--- config.mk ---
export PLATFORM = sky130hd
export DESIGN_NAME = imme_operand_stage
export DESIGN_NICKNAME = d
export VERILOG_FILES = /design/src/rtl/imme_operand_stage.sv
export SDC_FILE = /design/constraint.sdc
export NUM_CORES = 1
export LEC_CHECK = 0
export CAP_MARGIN = 20
export CORE_MARGIN = 2
export CORE_UTILIZATION = 48
export CTS_BUF_LIST = sky130_fd_sc_hd__clkbuf_8
export DETAILED_ROUTE_END_ITERATION = 8
export PLACE_DENSITY = 0.74
export SYNTH_ARGS = -nofsm -noshare
export SYNTH_HDL_FRONTEND = slang
export SYNTH_SLANG_ARGS = --single-unit
--- constraint.sdc ---
create_clock -name clk -period 2.65 [get_ports clk]
set_input_delay 0.53 -clock clk [delete_from_list [all_inputs] [get_ports clk]]
set_output_delay 0.53 -clock clk [all_outputs]
set_load 0.005 [all_outputs]
--- src/rtl/imme_operand_stage.sv ---
// Operand-B selection stage for the execute pipeline.
// The stage forms the ALU operand B from the register-file B read data or the
// raw immediate, which can be sign-extended, zero-extended or placed in the
// upper bits. It also carries the store data and the branch offset.
// Buffering is a two-entry skid buffer: a main register that drives the
// outputs, plus one skid register. Because in_ready depends only on whether
// the skid register is occupied, there is no combinational path from
// out_ready to in_ready.
module imme_operand_stage #(
  parameter int DATA_W  = 32,
  parameter int IMM_W   = 17,
  parameter int PCOFF_W = 12,
  parameter int CNT_W   = 8
) (
  input  logic               clk,
  input  logic               rst_n,
  input  logic               in_valid,
  output logic               in_ready,
  input  logic [DATA_W-1:0]  data_readRegB,
  input  logic [IMM_W-1:0]   immediate,
  input  logic [1:0]         imm_mode,
  input  logic               flush,
  output logic               out_valid,
  input  logic               out_ready,
  output logic [DATA_W-1:0]  imme_to_ALU,
  output logic [DATA_W-1:0]  imme_to_data_dmem,
  output logic [PCOFF_W-1:0] N_to_pc,
  output logic [CNT_W-1:0]   stall_cnt
);

  // Build the ALU operand for the given mode.
  // The widening is done bit by bit, so DATA_W == IMM_W stays legal
  // (the upper fill range is then simply empty).
  function automatic logic [DATA_W-1:0] form_operand(
    input logic [1:0]        mode,
    input logic [DATA_W-1:0] regb,
    input logic [IMM_W-1:0]  imm
  );
    logic [DATA_W-1:0] zext_s;
    logic [DATA_W-1:0] sext_s;
    logic [DATA_W-1:0] upper_s;
    logic [DATA_W-1:0] res_s;
    zext_s = DATA_W'(imm);
    sext_s = zext_s;
    for (int i = IMM_W; i < DATA_W; i++) begin
      sext_s[i] = imm[IMM_W-1];
    end
    upper_s = zext_s << (DATA_W - IMM_W);
    case (mode)
      2'b00:   res_s = regb;
      2'b01:   res_s = sext_s;
      2'b10:   res_s = zext_s;
      2'b11:   res_s = upper_s;
      default: res_s = regb;
    endcase
    return res_s;
  endfunction

  // Main (output) register.
  logic               main_valid_r;
  logic [DATA_W-1:0]  main_alu_r;
  logic [DATA_W-1:0]  main_dmem_r;
  logic [PCOFF_W-1:0] main_pc_r;

  // Skid register.
  logic               skid_valid_r;
  logic [DATA_W-1:0]  skid_alu_r;
  logic [DATA_W-1:0]  skid_dmem_r;
  logic [PCOFF_W-1:0] skid_pc_r;

  logic [CNT_W-1:0]   stall_cnt_r;

  // Next-state values.
  logic               main_valid_s;
  logic [DATA_W-1:0]  main_alu_s;
  logic [DATA_W-1:0]  main_dmem_s;
  logic [PCOFF_W-1:0] main_pc_s;
  logic               skid_valid_s;
  logic [DATA_W-1:0]  skid_alu_s;
  logic [DATA_W-1:0]  skid_dmem_s;
  logic [PCOFF_W-1:0] skid_pc_s;
  logic [CNT_W-1:0]   stall_cnt_s;

  // Handshake and incoming-operand decode.
  logic               in_xfer_s;
  logic               out_xfer_s;
  logic               main_free_s;
  logic [DATA_W-1:0]  in_alu_s;
  logic [PCOFF_W-1:0] in_pc_s;

  assign in_ready    = ~skid_valid_r;
  assign in_xfer_s   = in_valid & ~skid_valid_r & ~flush;
  assign out_xfer_s  = main_valid_r & out_ready;
  // The main register can take new contents if it is empty or is draining this edge.
  assign main_free_s = out_xfer_s | ~main_valid_r;
  assign in_alu_s    = form_operand(imm_mode, data_readRegB, immediate);
  assign in_pc_s     = immediate[PCOFF_W-1:0];

  // Next-state logic for the buffer.
  // Flush clears only the valid flags. The data registers keep their values.
  always_comb begin
    main_valid_s = main_valid_r;
    main_alu_s   = main_alu_r;
    main_dmem_s  = main_dmem_r;
    main_pc_s    = main_pc_r;
    skid_valid_s = skid_valid_r;
    skid_alu_s   = skid_alu_r;
    skid_dmem_s  = skid_dmem_r;
    skid_pc_s    = skid_pc_r;
    if (flush) begin
      main_valid_s = 1'b0;
      skid_valid_s = 1'b0;
    end else if (main_free_s) begin
      if (skid_valid_r) begin
        // Refill from the skid register. The input is blocked this cycle because in_ready is 0.
        main_valid_s = 1'b1;
        main_alu_s   = skid_alu_r;
        main_dmem_s  = skid_dmem_r;
        main_pc_s    = skid_pc_r;
        skid_valid_s = 1'b0;
      end else if (in_xfer_s) begin
        main_valid_s = 1'b1;
        main_alu_s   = in_alu_s;
        main_dmem_s  = data_readRegB;
        main_pc_s    = in_pc_s;
      end else begin
        main_valid_s = 1'b0;
      end
    end else begin
      // The main register is holding under backpressure, so a new operand goes into the skid register.
      if (in_xfer_s) begin
        skid_valid_s = 1'b1;
        skid_alu_s   = in_alu_s;
        skid_dmem_s  = data_readRegB;
        skid_pc_s    = in_pc_s;
      end else begin
        skid_valid_s = skid_valid_r;
      end
    end
  end

  // Saturating count of cycles spent stalled by downstream. Flush does not affect it.
  always_comb begin
    stall_cnt_s = stall_cnt_r;
    if (main_valid_r && !out_ready && (stall_cnt_r != {CNT_W{1'b1}})) begin
      stall_cnt_s = stall_cnt_r + {{(CNT_W-1){1'b0}}, 1'b1};
    end else begin
      stall_cnt_s = stall_cnt_r;
    end
  end

  // State registers. Reset clears everything at once, without waiting for a clock edge.
  always_ff @(posedge clk or negedge rst_n) begin
    if (!rst_n) begin
      main_valid_r <= 1'b0;
      main_alu_r   <= {DATA_W{1'b0}};
      main_dmem_r  <= {DATA_W{1'b0}};
      main_pc_r    <= {PCOFF_W{1'b0}};
      skid_valid_r <= 1'b0;
      skid_alu_r   <= {DATA_W{1'b0}};
      skid_dmem_r  <= {DATA_W{1'b0}};
      skid_pc_r    <= {PCOFF_W{1'b0}};
      stall_cnt_r  <= {CNT_W{1'b0}};
    end else begin
      main_valid_r <= main_valid_s;
      main_alu_r   <= main_alu_s;
      main_dmem_r  <= main_dmem_s;
      main_pc_r    <= main_pc_s;
      skid_valid_r <= skid_valid_s;
      skid_alu_r   <= skid_alu_s;
      skid_dmem_r  <= skid_dmem_s;
      skid_pc_r    <= skid_pc_s;
      stall_cnt_r  <= stall_cnt_s;
    end
  end

  assign out_valid         = main_valid_r;
  assign imme_to_ALU       = main_alu_r;
  assign imme_to_data_dmem = main_dmem_r;
  assign N_to_pc           = main_pc_r;
  assign stall_cnt         = stall_cnt_r;

endmodule

After elaboration in Yosys (flattened, before gate mapping)
Index checks and enable logic that the tools add are counted.
Operators by class
  reduce and logical (&&, ||, !) cells: 9
  add/sub/neg operators: 1
  bitwise operators: 8
  mux-type cells: 14
  eq/ne operators: 4
Operators with widths (count)
  $mux 32: 4
  $pmux 32 s4: 1
  $mux 12: 2
  $add 8x1->8 const B: 1
  $ne 8x8->1 const B: 1
  $mux 1: 7
  $reduce_and 3->1: 2
  $eq 2x2->1 const B: 2
  $not 1->1: 4
  $reduce_bool 2->1: 2
  $and 1x1->1: 3
  $reduce_bool 3->1: 1
  $eq 2x1->1 const B: 1
  $logic_and 1x1->1: 2
  $logic_not 2->1: 1
  $logic_not 1->1: 1
  $or 1x1->1: 1
Storage, ports and cells
  output and inout port bits: 86
  input bits: 56
  word-level logic and storage cells: 45
  bits in registers: 162

Depth between registers and ports, before layout
  depth after elaboration: 7
  depth in mapped cells: 6
  depth with buffers taken out: 4

Least setup slack after synthesis
No wires, ideal clock.
  kind: reg2reg
  start: reg stall_cnt_r[0] (netlist: stall_cnt[0])
  end: reg stall_cnt_r[1] (netlist: stall_cnt[1])
  arrival time: 1.490 ns
  library setup time: 0.125 ns
  setup slack: 1.035 ns
  period minus slack after synthesis: 1.615 ns
  path buffers: 0
  required time: 2.525 ns
  stages on the path, launching flop included: 5
  cells stage by stage: dfrtp_1 ha_1 nand4_1 o21ai_0 mux2_2
On the way
  cells in the longest elaborated chain, start to end: 2
  elaborated cells on any way between the ends: 3
  those cells by class: add/sub (1); eq/ne (1); reduce/logical (1)
Ends and longest elaborated chain
  start, declared: RTL line 71  | logic [CNT_W-1:0] stall_cnt_r;
  start signal, assigned: RTL line 163  | stall_cnt_r <= {CNT_W{1'b0}};
  start signal, assigned: RTL line 173  | stall_cnt_r <= stall_cnt_s;
  branches (longest 2 deep; another with $add 8x1->8)
Parallel ways; which one is timed is not known.
A chain may end at the register's enable or synchronous reset.

Worst setup path after layout
  start: reg skid_valid_r
  end: out in_ready
On the way
  cells in the longest elaborated chain, start to end: 1
Ends and longest elaborated chain
  start, declared: RTL line 66  | logic skid_valid_r;
  start signal, assigned: RTL line 169  | skid_valid_r <= skid_valid_s;
  $not 1->1: RTL line 91  | assign in_ready = ~skid_valid_r;
  end, declared: RTL line 18  | output logic in_ready,
Every way passes these cells.

==> results_dict.tcl <==
set metrics [dict create \
    die_x_microns 132 \
    stdcell_count 1014 \
    reg2reg_depth 6 \
    path_buf_inv 2 \
    netlist_area_sq_um 7870 \
    path_cells "inv_1 -> clkdlybuf4s50_1" \
    fmax_ghz 0.442 \
    synth_seq_cells 162 \
    synth_seq_area_share 0.515 \
    hold_ws_ns 0.0338 \
    clk_pin_slew_worst_paths_ns 0.08 \
    cts_buffers 17 \
    first_global_vias 6213 \
    r2r_setup_slack_ns 0.66 \
    grt_first_pass_wirelength_mm 34.3 \
    fin_worst_skew_ns 0.00729 \
    cap_violations 0 \
    hold_viol_final 0 \
    min_period_ns 2.26 \
    hold_buffers 0 \
    async_flop_share 1.00 \
    h-tree-depth 4 \
    drt-vias-per-instance 5.99 \
    cp.required_ns 2.12 \
    routedWlPerCell_microns 21.1 \
    clk_path_buf_depth 2 \
    cp_top_family "flip-flops" \
    dieArea_sq_um 17400 \
    cts_root_buf "clkbuf_8" \
    drtIter0Drc 477 \
    coreArea_sq_um 15900 \
    clk-insertion-delay-late_ns 0.47 \
    drc_errors 0 \
    drive_gt1_frac 0.154 \
    cp_slowest_cell "dfrtp_4" \
    num-nets-final 843 \
    rsz0062_at_grt "no" \
    cts_setup_buffers 0 \
    overflow 0 \
    ys.flop_type "dfrtp_1" \
    place_inst 983 \
    area_growth_pct 25.5 \
    num_vias 6078 \
    avgSynthCellArea_sq_um 11.8 \
    num_rows 46 \
    firstDrtPassIters 5 \
    arrival_ns 1.73 \
    p_per_area_nw_per_um2 701 \
    wirelength_mm 21.4 \
    diodes 0 \
    reg2reg_to "skid_alu_r[1]" \
    io_pins 142 \
    chipHeight_microns 132 \
    place.gp.congestion 0.828 \
    cts.sinks 162 \
    ctsResizeCount 0 \
    grt_max_degree 63 \
    cts_tree "done" \
    cpPeakStageDelay_ns 0.63 \
    port_buffers 141 \
    setup_viol 0 \
    cp-end-kind "output port" \
    syn_nets 724 \
    tightest_slew_ns 1.10 \
    synth_cells 667 \
    post_synth_num_cell_types 38 \
    slew_headroom 0.262 \
    leakage_uw 0.00437 \
    synth_edf_count 0 \
    setup-tns-final_ns 0 \
    start_util 0.494 \
    vdd_drop_max_mv 0.342 \
    hold_class "in2async" \
    finalCritPeriodShare 0.853 \
    cp-start-kind "flop" \
    critical_path_class "reg2out" \
    slew_viol_final 0 \
    track_usage 0.252 \
    ant_nets 0 \
    dp_hpwl_mm 14.6 \
    status "complete, no violations" \
    layout_commonest_cell "dfrtp_1" \
    ys.warnings.count 0 \
    crit-reg2reg-launch "skid_valid_r" \
    antenna_found_initial 0 \
    path_max_fanout 17 \
    layout_common_cells "dfrtp_1 (161), clkdlybuf4s50_1 (138), o21ai_0 (121)" \
]
-- sequential cells by signal (all words and copies together) (netlist names) --
register	flops
out_valid	1
imme_to_data_dmem	32
skid_valid_r	1
imme_to_ALU	32
stall_cnt	8
skid_dmem_r	32
N_to_pc	12
skid_pc_r	12
skid_alu_r	32
-- area by class of cell --
type	count	area, sq um
multi-input combinational	424	3450
tap	216	270
timing repair buffer	161	1600
sequential	162	4060
fill	1271	6070
clock buffer	18	248
clock inverter	13	170
inverter	20	75.1
-- through the flow --
step | power [uW] | worst slack, ns | cell area [sq um] | utilization
2_1_floorplan | 4100 | 1.04 | 7870 | -
3_3_place_gp | 4910 | 0.368 | 9460 | 0.593
3_5_place_dp | 5010 | 0.346 | 9460 | 0.593
4_1_cts | 6950 | 0.366 | 9870 | 0.619
5_1_grt | 7260 | 0.305 | 9870 | 0.619
6_report | 6920 | 0.389 | 9870 | 0.619
-- worst max-delay path by stage --
stage,from,end,cells after the start,slack (ns)
2_1_floorplan,stall_cnt[0],stall_cnt[1],4,1.04
3_3_place_gp,out_ready,skid_dmem_r[12],5,0.37
3_5_place_dp,in_valid,imme_to_ALU[8],6,0.35
4_1_cts,skid_valid_r,in_ready,2,0.37
5_1_grt,skid_valid_r,in_ready,2,0.31
6_report,skid_valid_r,in_ready,2,0.39
-- layer usage --
layer  global-route usage  vias up  wire [microns]
met5                    0        -               0
met4               0.0755        0             353
met3               0.0596       30            1320
met2                0.409      220           10400
met1                0.337     3123            9320
li1                     -     2705               -
-- power breakdown --
| group | leakage (uW) | switching [uW] | internal, uW | total, uW |
|---|---|---|---|---|
| combinational | 0.00214 | 644 | 960 | 1600 |
| sequential | 0.00200 | 363 | 3010 | 3370 |
| clock | 0.000218 | 918 | 1030 | 1950 |
-- cells in the mapped netlist, drive strengths merged (2+ instances only) --
library cell  instances  area [sq um]
mux2                 65           818
o211ai               31           233
nand2b                2          12.5
nand2                 4          22.5
buf                  33           206
o2111a                2          22.5
dfrtp               162          4050
inv                  20          75.1
nor3                  3          15.0
a22o                 15           131
mux2i                94           941
a21oi                 3          15.0
clkbuf               28           105
nand4                20           131
o211a                14           140
nor2                  5          18.8
nand3                17          85.1
a2bb2oi              15           131
o21ai               123           616
-- kinds of logic after synthesis --
| logic type | count (synthesis) | synth area share |
|---|---|---|
| and+or+nand+nor | 55 | 0.0404 |
| AOI/OAI and AO/OA | 208 | 0.169 |
| xor gates and xnor gates | 1 | 0.00111 |
| DFF | 162 | 0.515 |
| adders and majority gates | 1 | 0.00159 |
| muxes | 159 | 0.224 |
| buffers and inverters | 81 | 0.0491 |
Note: power is estimated with default switching activity, not from simulation.
